`src/rtl/arq_pkg.sv`:
```
// ----------------------------------------------------------------------------
// arq_pkg
// Shared definitions for the ARQ receiver (and its matching transmitter):
//   - arq_state_t : receiver FSM states
//   - CHK_KEY     : constant folded into every frame checksum
//   - ACK / NAK   : encodings driven on the response ack_nak line
//   - arq_checksum: frame checksum, data ^ zero-extended seq ^ CHK_KEY
// ----------------------------------------------------------------------------
package arq_pkg;

   typedef enum logic [1:0] {
      IDLE  = 2'd0,
      CHECK = 2'd1,
      RESP  = 2'd2
   } arq_state_t;

   localparam logic [7:0] CHK_KEY = 8'hA5;
   localparam logic       ACK     = 1'b0;
   localparam logic       NAK     = 1'b1;

   // Caller zero-extends the sequence number to 8 bits before calling.
   function automatic logic [7:0] arq_checksum(input logic [7:0] data,
                                               input logic [7:0] seq_ext);
      return data ^ seq_ext ^ CHK_KEY;
   endfunction

endpackage

```
`src/rtl/arq_rx_fifo.sv`:
```
// ----------------------------------------------------------------------------
// arq_rx_fifo
// First-word-fall-through payload FIFO for the ARQ receiver.
// Pointers carry one extra wrap bit so full and empty are told apart by the
// MSB. Push while full and pop while empty are ignored.
// Ports:
//   i_clk, i_rst  : clock, synchronous active-high reset
//   i_push/i_data : write request and byte
//   i_pop         : read request (acts only when o_valid)
//   o_valid       : FIFO non-empty
//   o_data        : head entry, forced to zero while empty
//   o_count       : current occupancy, 0..DEPTH
// ----------------------------------------------------------------------------
module arq_rx_fifo
   import arq_pkg::*;
#(
   parameter int DEPTH = 8,
   parameter int WIDTH = 8
) (
   input  logic                       i_clk,
   input  logic                       i_rst,
   input  logic                       i_push,
   input  logic [WIDTH-1:0]           i_data,
   input  logic                       i_pop,
   output logic                       o_valid,
   output logic [WIDTH-1:0]           o_data,
   output logic [$clog2(DEPTH):0]     o_count
);

   localparam int             AW      = $clog2(DEPTH);
   localparam logic [AW:0]    PTR_ONE = (AW+1)'(1'b1);

   logic [WIDTH-1:0] r_mem [DEPTH];
   logic [AW:0]      r_wr_ptr;
   logic [AW:0]      r_rd_ptr;
   logic             w_empty;
   logic             w_full;
   logic             w_do_push;
   logic             w_do_pop;

   assign w_empty   = (r_wr_ptr == r_rd_ptr);
   assign w_full    = (r_wr_ptr[AW] != r_rd_ptr[AW]) &&
                      (r_wr_ptr[AW-1:0] == r_rd_ptr[AW-1:0]);
   assign w_do_push = i_push && !w_full;
   assign w_do_pop  = i_pop && !w_empty;

   assign o_valid = !w_empty;
   assign o_data  = w_empty ? {WIDTH{1'b0}} : r_mem[r_rd_ptr[AW-1:0]];
   assign o_count = r_wr_ptr - r_rd_ptr;

   // Read/write pointer update; reset empties the FIFO.
   always_ff @(posedge i_clk) begin
      if (i_rst) begin
         r_wr_ptr <= {(AW+1){1'b0}};
         r_rd_ptr <= {(AW+1){1'b0}};
      end else begin
         if (w_do_push) begin
            r_wr_ptr <= r_wr_ptr + PTR_ONE;
         end
         if (w_do_pop) begin
            r_rd_ptr <= r_rd_ptr + PTR_ONE;
         end
      end
   end

   // Storage array; no write lands on a reset edge.
   always_ff @(posedge i_clk) begin
      if (w_do_push && !i_rst) begin
         r_mem[r_wr_ptr[AW-1:0]] <= i_data;
      end
   end

endmodule

```
`src/rtl/arq_rx_fsm.sv`:
```
// ----------------------------------------------------------------------------
// arq_rx_fsm
// Receive-side ARQ engine. Accepts one sequence-numbered, checksummed frame
// at a time, judges it, pushes in-order payload into a FWFT FIFO and returns
// exactly one ACK or NAK per frame. Throughput is one frame per three cycles
// (IDLE accept -> CHECK decide -> RESP handshake).
// Ports:
//   i_clk, i_rst                     : clock, synchronous active-high reset
//   i_rx_valid/o_rx_ready            : frame handshake
//   i_rx_seq/i_rx_data/i_rx_chk      : frame fields
//   o_ack_valid/i_ack_ready          : response handshake
//   o_ack_nak/o_ack_seq              : response kind and sequence number
//   o_out_valid/i_out_ready/o_out_data : payload FIFO consumer side
//   o_exp_seq                        : next expected sequence number
//   o_err_cnt                        : saturating count of NAKs issued
// ----------------------------------------------------------------------------
module arq_rx_fsm
   import arq_pkg::*;
#(
   parameter int SEQ_W = 3,
   parameter int DEPTH = 8
) (
   input  logic             i_clk,
   input  logic             i_rst,
   input  logic             i_rx_valid,
   output logic             o_rx_ready,
   input  logic [SEQ_W-1:0] i_rx_seq,
   input  logic [7:0]       i_rx_data,
   input  logic [7:0]       i_rx_chk,
   output logic             o_ack_valid,
   input  logic             i_ack_ready,
   output logic             o_ack_nak,
   output logic [SEQ_W-1:0] o_ack_seq,
   output logic             o_out_valid,
   input  logic             i_out_ready,
   output logic [7:0]       o_out_data,
   output logic [SEQ_W-1:0] o_exp_seq,
   output logic [7:0]       o_err_cnt
);

   localparam int               AW        = $clog2(DEPTH);
   localparam logic [SEQ_W-1:0] SEQ_ONE   = SEQ_W'(1'b1);
   localparam logic [AW:0]      CNT_DEPTH = DEPTH[AW:0];

   arq_state_t       r_state;
   arq_state_t       w_next_state;

   logic             r_rx_ready;
   logic             r_ack_valid;
   logic             r_ack_nak;
   logic [SEQ_W-1:0] r_ack_seq;
   logic [SEQ_W-1:0] r_seq;
   logic [7:0]       r_data;
   logic [7:0]       r_chk;
   logic [SEQ_W-1:0] r_exp_seq;
   logic [7:0]       r_err_cnt;

   logic             w_chk_ok;
   logic [SEQ_W-1:0] w_exp_prev;
   logic [AW:0]      w_fifo_count;
   logic             w_fifo_full;
   logic             w_fifo_push;
   logic             w_dec_nak;
   logic [SEQ_W-1:0] w_dec_seq;
   logic             w_dec_push;
   logic             w_dec_adv;

   assign w_chk_ok    = (r_chk == arq_checksum(r_data, 8'(r_seq)));
   assign w_exp_prev  = r_exp_seq - SEQ_ONE;
   // Fullness from the registered count: a same-cycle pop does not make room.
   assign w_fifo_full = (w_fifo_count == CNT_DEPTH);

   assign o_rx_ready  = r_rx_ready;
   assign o_ack_valid = r_ack_valid;
   assign o_ack_nak   = r_ack_nak;
   assign o_ack_seq   = r_ack_seq;
   assign o_exp_seq   = r_exp_seq;
   assign o_err_cnt   = r_err_cnt;

   arq_rx_fifo #(
      .DEPTH (DEPTH),
      .WIDTH (8)
   ) u_fifo (
      .i_clk   (i_clk),
      .i_rst   (i_rst),
      .i_push  (w_fifo_push),
      .i_data  (r_data),
      .i_pop   (i_out_ready),
      .o_valid (o_out_valid),
      .o_data  (o_out_data),
      .o_count (w_fifo_count)
   );

   // Frame verdict on the latched frame, in priority order.
   always_comb begin
      w_dec_nak  = NAK;
      w_dec_seq  = r_exp_seq;
      w_dec_push = 1'b0;
      w_dec_adv  = 1'b0;
      if (!w_chk_ok) begin
         w_dec_nak = NAK;
         w_dec_seq = r_exp_seq;
      end else if (r_seq == r_exp_seq) begin
         if (!w_fifo_full) begin
            w_dec_nak  = ACK;
            w_dec_seq  = r_seq;
            w_dec_push = 1'b1;
            w_dec_adv  = 1'b1;
         end else begin
            w_dec_nak = NAK;
            w_dec_seq = r_exp_seq;
         end
      end else if (r_seq == w_exp_prev) begin
         // Duplicate of the last accepted frame: its ACK was probably lost.
         w_dec_nak = ACK;
         w_dec_seq = r_seq;
      end else begin
         w_dec_nak = NAK;
         w_dec_seq = r_exp_seq;
      end
   end

   // Next-state logic and the FIFO write strobe.
   always_comb begin
      w_next_state = r_state;
      w_fifo_push  = 1'b0;
      case (r_state)
         IDLE: begin
            if (i_rx_valid && r_rx_ready) begin
               w_next_state = CHECK;
            end else begin
               w_next_state = IDLE;
            end
         end
         CHECK: begin
            w_next_state = RESP;
            w_fifo_push  = w_dec_push;
         end
         RESP: begin
            if (r_ack_valid && i_ack_ready) begin
               w_next_state = IDLE;
            end else begin
               w_next_state = RESP;
            end
         end
         default: begin
            w_next_state = IDLE;
         end
      endcase
   end

   // State register.
   always_ff @(posedge i_clk) begin
      if (i_rst) begin
         r_state <= IDLE;
      end else begin
         r_state <= w_next_state;
      end
   end

   // Registered handshakes, frame latch, response, sequence and error counter.
   always_ff @(posedge i_clk) begin
      if (i_rst) begin
         r_rx_ready  <= 1'b1;
         r_ack_valid <= 1'b0;
         r_ack_nak   <= ACK;
         r_ack_seq   <= {SEQ_W{1'b0}};
         r_seq       <= {SEQ_W{1'b0}};
         r_data      <= 8'h00;
         r_chk       <= 8'h00;
         r_exp_seq   <= {SEQ_W{1'b0}};
         r_err_cnt   <= 8'h00;
      end else begin
         // Handshake flags follow the next state so they are glitch-free flops.
         r_rx_ready  <= (w_next_state == IDLE);
         r_ack_valid <= (w_next_state == RESP);
         if ((r_state == IDLE) && i_rx_valid && r_rx_ready) begin
            r_seq  <= i_rx_seq;
            r_data <= i_rx_data;
            r_chk  <= i_rx_chk;
         end
         if (r_state == CHECK) begin
            r_ack_nak <= w_dec_nak;
            r_ack_seq <= w_dec_seq;
            if (w_dec_adv) begin
               r_exp_seq <= r_exp_seq + SEQ_ONE;
            end
            if ((w_dec_nak == NAK) && (r_err_cnt != 8'hFF)) begin
               r_err_cnt <= r_err_cnt + 8'h01;
            end
         end
      end
   end

endmodule

```
`config.mk`:
```
export PLATFORM = sky130hd
export DESIGN_NAME = arq_rx_fsm
export DESIGN_NICKNAME = d
export VERILOG_FILES = /design/src/rtl/arq_pkg.sv /design/src/rtl/arq_rx_fifo.sv /design/src/rtl/arq_rx_fsm.sv
export SDC_FILE = /design/constraint.sdc
export NUM_CORES = 1
export LEC_CHECK = 0
export BUFFER_PORTS_ARGS = -buffer_cell sky130_fd_sc_hd__buf_2
export CAP_MARGIN = 10
export CORE_MARGIN = 3
export CORE_UTILIZATION = 63
export DETAILED_ROUTE_END_ITERATION = 10
export GPL_TIMING_DRIVEN = 0
export PLACE_DENSITY = 0.85
export SLEW_MARGIN = 20
export SYNTH_ARGS = -nofsm -noshare
export SYNTH_HDL_FRONTEND = slang
export SYNTH_HIERARCHICAL = 1
export SYNTH_SLANG_ARGS = --single-unit
```
`constraint.sdc`:
```
create_clock -name i_clk -period 7.8 [get_ports i_clk]
set_clock_uncertainty 0.15 [all_clocks]
set_input_delay 1.56 -clock i_clk [delete_from_list [all_inputs] [get_ports i_clk]]
set_output_delay 1.56 -clock i_clk [all_outputs]
set_load 0.05 [all_outputs]
```
* After elaboration in Yosys (flattened, before gate mapping) *
Memory sizes are Yosys's and may differ from the RTL's. A register that Yosys moved wholly into a read port is not among the register bits.
Index checks and enable logic that the tools add are counted.
Widths: inputs -> output; s select.

storage, ports and cells
  register bits = 46
  RAM bits = 64
  bits of input ports = 24
  output and inout bits = 26
  logic and storage cells = 68
  memories kept = 1

memory list
  name          depth  width  read ports  clocked after Yosys merged registers in  write ports  line               text
  u_fifo.r_mem  8      8      1           1                                        1            arq_rx_fifo.sv:33  logic [WIDTH-1:0] r_mem [DEPTH];

cells by class
  add/sub/neg operators = 6
  equality and inequality tests = 11
  multiplexer cells = 20
  bitwise operators = 2
  reduce and logical (&&, ||, !) cells = 16

operators with widths
  cell                 count
  $mux 3               6
  $mux 1               11
  $eq 3x3->1           3
  $logic_and 1x1->1    9
  $add 4x1->4 const B  2
  $add 8x1->8 const B  1
  $eq 8x8->1           1
  $mux 8               1
  $ne 8x8->1 const B   1
  $xor 8x3->8          1
  $pmux 2 s3           1
  $eq 2x2->1 const B   2
  $eq 4x4->1           1
  $eq 4x4->1 const B   1
  $logic_not 2->1      2
  $not 4->4            1
  $reduce_and 2->1     2
  $sub 4x4->4          1
  $add 3x1->3 const B  1
  $logic_not 1->1      3
  $sub 3x1->3 const B  1
  $eq 2x1->1 const B   1
  $mux 2               1
  $ne 1x1->1           1

* Logic depth before layout (Yosys ltp) *
Gate-level depths: netlist of the first run.

  depth in word-level cells = 10
  mapped depth = 15

* By module *
The synthesis of the first run kept the hierarchy.

modules (own cells, without submodules)
  module       instances  cells an instance  area an instance (um2)
  arq_rx_fifo  1          168                3,065.4
  arq_rx_fsm   1          201                1,714.1

* Least setup slack after synthesis of the first run *
No wires, ideal clock.

  path kind = register to register
  start = register u_fifo.r_wr_ptr[0]
  end = memory u_fifo.r_mem[0][0] (enable)
  library setup time = 383 ps
  arrival = 3,334 ps
  required time = 7,267 ps
  path slack = 3,932 ps
  cell stages (with the launch flop) = 13
  buffers on the path = 0
  period minus slack after synthesis = 3,868 ps
  path through = dfxtp_1 -> inv_1 -> ha_1 -> fa_1 -> xnor2_1 -> nor4b_1 -> or4_4 -> nor2_1 -> nand2_1 -> inv_1 -> o21ai_2 -> or3_4 -> nor3_1

between the ends
  longest elaborated chain between the ends = 10
  elaborated cells between the ends (all ways) = 13
  classes of those cells = 1 x add/sub; 2 x eq/ne; 6 x mux; 4 x reduce/logical

RTL lines
  what                          line               text
  start, declared               arq_rx_fifo.sv:34  logic [AW:0] r_wr_ptr;
  start signal, assigned        arq_rx_fifo.sv:54  r_wr_ptr <= {(AW+1){1'b0}};
  start signal, assigned        arq_rx_fifo.sv:58  r_wr_ptr <= r_wr_ptr + PTR_ONE;
  $sub 4x4->4                   arq_rx_fifo.sv:49  assign o_count = r_wr_ptr - r_rd_ptr;
  via w_fifo_count[2]           arq_rx_fsm.sv:60   logic [AW:0] w_fifo_count;
  $eq 4x4->1                    arq_rx_fsm.sv:71   assign w_fifo_full = (w_fifo_count == CNT_DEPTH);
  $mux 1                        arq_rx_fsm.sv:104  if (!w_fifo_full) begin
  $mux 1                        arq_rx_fsm.sv:103  end else if (r_seq == r_exp_seq) begin
  $mux 1                        arq_rx_fsm.sv:100  if (!w_chk_ok) begin
  $mux 1                        arq_rx_fsm.sv:127  case (r_state)
  via w_fifo_push               arq_rx_fsm.sv:62   logic w_fifo_push;
  $logic_and 1x1->1             arq_rx_fifo.sv:44  assign w_do_push = i_push && !w_full;
  $logic_and 1x1->1             arq_rx_fifo.sv:68  if (w_do_push && !i_rst) begin
  $mux 1                        arq_rx_fifo.sv:68
  $mux 1 (implied by the code)  arq_rx_fifo.sv:69  r_mem[r_wr_ptr[AW-1:0]] <= i_data;
  end, declared                 arq_rx_fifo.sv:33

The timed path passes the listed nets, and every way through them passes these cells.

* Worst setup path in the final report of the first run *
  start = register u_fifo.r_wr_ptr[0]
  end = output o_out_data[7]

between the ends
  longest elaborated chain between the ends = 2

RTL lines
  what           line               text
  $eq 4x4->1     arq_rx_fifo.sv:41  assign w_empty = (r_wr_ptr == r_rd_ptr);
  $mux 8         arq_rx_fifo.sv:48  assign o_data = w_empty ? {WIDTH{1'b0}} : r_mem[r_rd_ptr[AW-1:0]];
  end, declared  arq_rx_fsm.sv:36   output logic [7:0] o_out_data,

Every way passes these cells.

==> flow_metrics.tcl, run 1 <==
set metrics [dict create \
    critPathKind "flop to output port" \
    syn-num-nets 402 \
    synthTopCellsByArea "edfxtp_1 40%, dfxtp_1 21%, mux4_2 4.2%" \
    cellLeakagePower_nw 2.22 \
    synth-edff-count 64 \
    clock.fmax_ghz 0.228 \
    ant_nets 0 \
    drt_iter0_markers 267 \
    viasPerCell 5.89 \
    hold_path_class "flop to flop" \
    synth.distinct_cells 47 \
    ir_worst_vdd_mv 0.201 \
    rr_startpoint "u_fifo/r_wr_ptr[0]" \
    critPathTopFamily "simple AND/OR/NAND/NOR gates" \
    setup_ws_ps 3420 \
    power_mw 1.55 \
    hold_slack_ps 324 \
    worst_pin_slew_ps 815 \
    syn2layout_area_growth_pct 20.8 \
    crit_start "u_fifo/r_wr_ptr[0]" \
    rsz0062_at_grt "false" \
    cts_resized 0 \
    yosysMostFrequentCell "edfxtp_1" \
    synth_area_leader_cell "edfxtp_1" \
    finalNetCount 470 \
    cpMaxStageDelayCell "dfxtp_1" \
    htree_levels 4 \
    io_pins 50 \
    worstPathRequired_ps 6090 \
    status "finished, final reports clean" \
    hold_path.startpoint "r_chk[0]" \
    relSlewSlack 0.455 \
    maxCapViolCount 0 \
    port_buffers 49 \
    worstPathCellList "inv_1 -> ha_1 -> nand3_1 -> nor2_1 -> nor2b_1 -> buf_4 -> a22o_1 -> buf_2" \
    crit_path_max_incr_delay_ps 490 \
    ys_seq_area_frac 0.607 \
    wire_per_inst_um 19.5 \
    period_share 0.561 \
    initial_core_util 0.655 \
    cts_tree "yes" \
    die-area_sq_mm 0.00867 \
    cts_buffers 17 \
    p_per_area_mw_per_mm2 268 \
    clkTransAtPathRegs_ps 60 \
    clk_latency_ps 520 \
    drc 0 \
    arrival_ps 2670 \
    startpoint_type "flop" \
    num_antenna_cells 0 \
    final_hold_viol_count 0 \
    setup_violations 0 \
    synth_ff_type "edfxtp_1" \
    gp_congestion 0.829 \
    timing.critical_path.to_type "output port" \
    fin_setup_tns_ps 0 \
    ys_warn_count 6 \
    fin_crit_ps 4380 \
    syn-cell-area_sq_mm 0.00478 \
    routed_wl_um 10700 \
    syn_inst 369 \
    drive_above_1_share 0.236 \
    synth.avg_cell_area_sq_um 13.0 \
    netlist_top_cells_count "64 x edfxtp_1, 49 x dfxtp_1, 49 x nand2_1" \
    clock-root-buffer "clkbuf_8" \
    gr-total-overflow 0 \
    dpl_worst_slack_ps 3600 \
    first_global_vias 3227 \
    cts_setup_buffers 0 \
    hpwlAfterDp_um 6580 \
    synth_top_area_share 0.402 \
    synth_seq_cells 113 \
    dp_cells 517 \
    grt_start_max_net_pins 17 \
    grt_pass1_wl_um 17000 \
    dr_total_vias 3234 \
    slew_violations 0 \
    num_rows 31 \
    fp.dieH_um 93.1 \
    grt_util_all_layers 0.270 \
    core_region_area_sq_mm 0.00729 \
    first_pass_iters 5 \
    antenna_found_initial 1 \
    layoutNonFillerInstCount 549 \
    cp.buffers_inverters 3 \
    die_x_um 93.1 \
    cts.sinks 113 \
    cp_max_fo 8 \
    ctsHoldBuffers 0 \
    clock_path_buffers 2 \
    async_flop_share 0 \
]
-- cells in the final DEF, fill, tap and decap left out, types with 7 or more instances in the layout --
cell | Yosys | layout
xnor2_1 | 17 | 17
nor2_1 | 34 | 34
nand2_1 | 49 | 49
ha_1 | 8 | 8
clkbuf_16 | 0 | 16
edfxtp_1 | 64 | 64
inv_1 | 12 | 12
nand3_1 | 8 | 8
mux4_2 | 9 | 9
clkbuf_1 | 8 | 8
buf_2 | 1 | 50
dfxtp_1 | 49 | 49
mux4_1 | 7 | 7
a22o_1 | 8 | 8
xor2_1 | 12 | 12
a21oi_1 | 24 | 24
-- routing by layer --
layer  vias to the layer above  part of all wire  GRT usage
li1                       1485                 -          -
met2                       158              0.50      0.440
met3                        29             0.071     0.0877
met5                         -            0.0011          0
met1                      1560              0.41      0.334
met4                         2             0.022      0.110
-- power breakdown --
group          switching, mW  internal, mW  total [mW]  leakage (nW)
clock network          0.275         0.521       0.797         0.301
logic                 0.0566        0.0295      0.0861         0.930
registers             0.0198         0.646       0.666         0.989
total                  0.352          1.20        1.55          2.22
-- cell families after synthesis --
group / after synthesis / synth area share
AOI/OAI and AO/OA: 48 / 0.0683
muxes: 23 / 0.0961
xor gates and xnor gates: 31 / 0.0613
adders and majority gates: 9 / 0.0251
buffers and inverters: 27 / 0.0254
DFF: 113 / 0.607
and+or+nand+nor: 118 / 0.116
-- final timing paths --
check                                     endpoint  slack [ps]  cells after the start
worst min register to register            r_chk[0]         320                      2
worst max register to register  u_fifo/r_mem[1][1]        3510                     12
worst min-delay path                      r_chk[0]         320                      2
worst max-delay path                 o_out_data[7]        3420                      8
-- registers in the layout (all words and copies together), names as in the netlist, 4 cells and up, named ones only --
signal / flops
u_fifo/r_mem: 64
r_data: 8
u_fifo/r_rd_ptr: 4
r_chk: 8
u_fifo/r_wr_ptr: 4
o_err_cnt: 8
-- tightest hold or removal path: stages, from the launching register on --
cell and delay (ps):
dfxtp_1 320, nand2_1 60, a21oi_1 50
-- per-stage QoR --
stage	instance area, sq um	utilization
after floorplan	4780	-
after global placement	5150	0.706
after detailed placement	5150	0.707
after CTS	5770	0.792
after global routing	5770	0.792
final	5770	0.792
-- layout make-up --
class,count,area (sq um)
inverter,12,45.0
fill,446,1520
timing repair buffer,49,245
clock inverter,15,206
buffer,15,76.3
clock buffer,17,414
sequential,113,2900
multi-input combinational,229,1760
tap,99,124
Power figures use the tool's default switching activity.
==> run 2, diff against run 1 <==
--- a/config.mk
+++ b/config.mk
@@ -5,13 +5,14 @@
 export SDC_FILE = /design/constraint.sdc
 export NUM_CORES = 1
 export LEC_CHECK = 0
+export ABC_AREA = 1
 export BUFFER_PORTS_ARGS = -buffer_cell sky130_fd_sc_hd__buf_2
 export CAP_MARGIN = 10
 export CORE_MARGIN = 3
-export CORE_UTILIZATION = 63
+export CORE_UTILIZATION = 53
 export DETAILED_ROUTE_END_ITERATION = 10
 export GPL_TIMING_DRIVEN = 0
-export PLACE_DENSITY = 0.85
+export PLACE_DENSITY = 0.75
 export SLEW_MARGIN = 20
 export SYNTH_ARGS = -nofsm -noshare
 export SYNTH_HDL_FRONTEND = slang
==> constraint.sdc (replaced) <==
create_clock -name i_clk -period 3.9 [get_ports i_clk]
set_clock_uncertainty 0.15 [all_clocks]
set_input_delay 0.78 -clock i_clk [delete_from_list [all_inputs] [get_ports i_clk]]
set_output_delay 0.78 -clock i_clk [all_outputs]
set_load 0.05 [all_outputs]
==> run 2 against run 1 <==
  * Sequential cell count is the same
  * Via count is 28% higher
  * Sequential power rose by 110%
  * Cell count grew 46%
  * Non-clock buffer count grew 7
  * Largest cell class unchanged
==> flow_metrics.tcl, run 2 <==
set metrics [dict create \
    relSlewSlack 0.419 \
    grt_pass1_wl_um 18900 \
    initial_core_util 0.555 \
    largest_register_ffs 64 \
    syn_inst 594 \
    finalNetCount 695 \
    design_area_sq_mm 0.00624 \
    first_pass_iters 6 \
    fin_setup_tns_ps 0 \
    gp_congestion 0.817 \
    syn2layout_area_growth_pct 19.4 \
    cpMaxStageDelayCell "nor2_1" \
    grt_util_all_layers 0.212 \
    utilization 0.663 \
    critPathKind "flop to flop" \
    port_buffers 49 \
    drive_above_1_share 0.178 \
    htree_levels 4 \
    timing.critical_path.to_type "flop" \
    cp.buffers_inverters 2 \
    startpoint_type "flop" \
    num_antenna_cells 0 \
    clk_latency_ps 520 \
    cellLeakagePower_nw 2.60 \
    final_hold_viol_count 0 \
    fin_crit_ps 3450 \
    die_x_um 105 \
    clock-root-buffer "clkbuf_8" \
    async_flop_share 0 \
    synth_top_area_share 0.368 \
    drc 0 \
    wire_per_inst_um 14.0 \
    clock.fmax_ghz 0.290 \
    num_rows 35 \
    netlist_top_cells_count "132 x nor2_1, 113 x nand2_1, 64 x edfxtp_1" \
    cts_resized 0 \
    gr-total-overflow 0 \
    hold_path_class "flop to flop" \
    critPathTopFamily "simple AND/OR/NAND/NOR gates" \
    io_pins 50 \
    cp_max_fo 8 \
    crit_path_max_incr_delay_ps 660 \
    yosysMostFrequentCell "nor2_1" \
    synth_area_leader_cell "edfxtp_1" \
    worst_pin_slew_ps 868 \
    arrival_ps 3440 \
    grt_start_max_net_pins 17 \
    dpl-instance-area_sq_mm 0.00563 \
    rsz0062_at_grt "false" \
    status "finished, final reports clean" \
    synth.distinct_cells 29 \
    final_common_cell "nor2_1" \
    p_per_area_mw_per_mm2 538 \
    first_global_vias 4014 \
    ys_warn_count 6 \
    synthTopCellsByArea "edfxtp_1 37%, dfxtp_1 19%, nor2_1 9.5%" \
    drt_iter0_markers 236 \
    worstPathCellList "inv_1 -> ha_1 -> fa_1 -> xnor2_1 -> nor2_1 -> nand2_1 -> nand4_2 -> nor2_4 -> nand2_2 -> inv_1 -> nand2_2 -> nor2_1" \
    maxCapViolCount 0 \
    dr_total_vias 4153 \
    syn-num-nets 627 \
    cts.sinks 113 \
    cts_setup_buffers 0 \
    ys_seq_area_frac 0.555 \
    clkTransAtPathRegs_ps 60 \
    die-area_sq_mm 0.0111 \
    syn-cell-area_sq_mm 0.00523 \
    synth.avg_cell_area_sq_um 8.80 \
    synth_ff_type "edfxtp_1" \
    ant_nets 0 \
    synth-edff-count 64 \
    slew_violations 0 \
    worstPathRequired_ps 3890 \
    setup_violations 0 \
    fp.dieH_um 105 \
    antenna_found_initial 0 \
    hpwlAfterDp_um 7680 \
    period_share 0.885 \
    ctsHoldBuffers 0 \
    synth_seq_cells 113 \
    viasPerCell 5.17 \
    cts_buffers 17 \
    final_cell_mix "132 x nor2_1, 113 x nand2_1, 64 x edfxtp_1" \
    ir_worst_vdd_mv 0.363 \
    power_mw 3.36 \
    clock_path_buffers 2 \
    cts_tree "yes" \
    routed_wl_um 11200 \
    core_region_area_sq_mm 0.00942 \
]
run 2: cell types whose count changed after synthesis, sizes merged, moves of 5 or more:
| cell | previous run | this run |
|---|---|---|
| nor2 | 35 | 135 |
| mux2i | 5 | 0 |
| xnor2 | 18 | 8 |
| nor2b | 5 | 0 |
| nand3 | 8 | 34 |
| inv | 12 | 51 |
| mux4 | 16 | 0 |
| o21ai | 4 | 42 |
| nand4 | 6 | 12 |
| a22o | 8 | 0 |
| nand2 | 49 | 125 |
run 2: area by class of cell:
type                       count  area (sq um)
clock buffer                  20           468
inverter                      51           191
clock inverter                12           141
buffer                        22           123
fill                         751          3170
timing repair buffer          49           245
multi-input combinational    408          2010
sequential                   113          2900
tap                          129           161
run 2: final timing paths:
check,startpoint,to,slack [ps],cells past startpoint
worst max register to register,u_fifo/r_wr_ptr[0],u_fifo/r_mem[6][1],450,12
worst min-delay path,o_ack_seq[2],o_ack_seq[2],320,2
worst min register to register,o_ack_seq[2],o_ack_seq[2],320,2
worst max-delay path,u_fifo/r_wr_ptr[0],u_fifo/r_mem[6][1],450,12
run 2: power breakdown:
group / switching, mW / leakage, nW / total [mW] / internal (mW)
registers: 0.0542 / 0.987 / 1.37 / 1.31
logic: 0.309 / 1.32 / 0.447 / 0.138
clock network: 0.552 / 0.294 / 1.55 / 0.995
total: 0.915 / 2.60 / 3.36 / 2.45
run 2: kinds of logic after synthesis:
kind of cell / share of synthesized area
fa+ha+maj: 0.0230
flops: 0.555
xor+xnor: 0.0285
buf+inv: 0.0601
compound gates: 0.0689
simple gates: 0.264
run 2: routing by layer:
metal / vias up / share of wire / track usage
li1: 2082 / - / -
met1: 1949 / 0.44 / 0.260
met2: 111 / 0.50 / 0.370
met3: 11 / 0.049 / 0.0484
met4: 0 / 0.0071 / 0.0703
met5: - / 0 / 0
run 2: per-stage QoR:
stage	cells	worst slack, ps	hold slack, ps
after floorplan	594	1020	294
after global placement	772	560	308
after detailed placement	772	478	308
after CTS	804	458	321
after global routing	804	253	345
final	804	450	321
run 2: tightest hold or removal path, stage by stage, from the launching register on:
cell,delay (ps)
dfxtp_1,300
nand2_1,60
a21oi_1,60
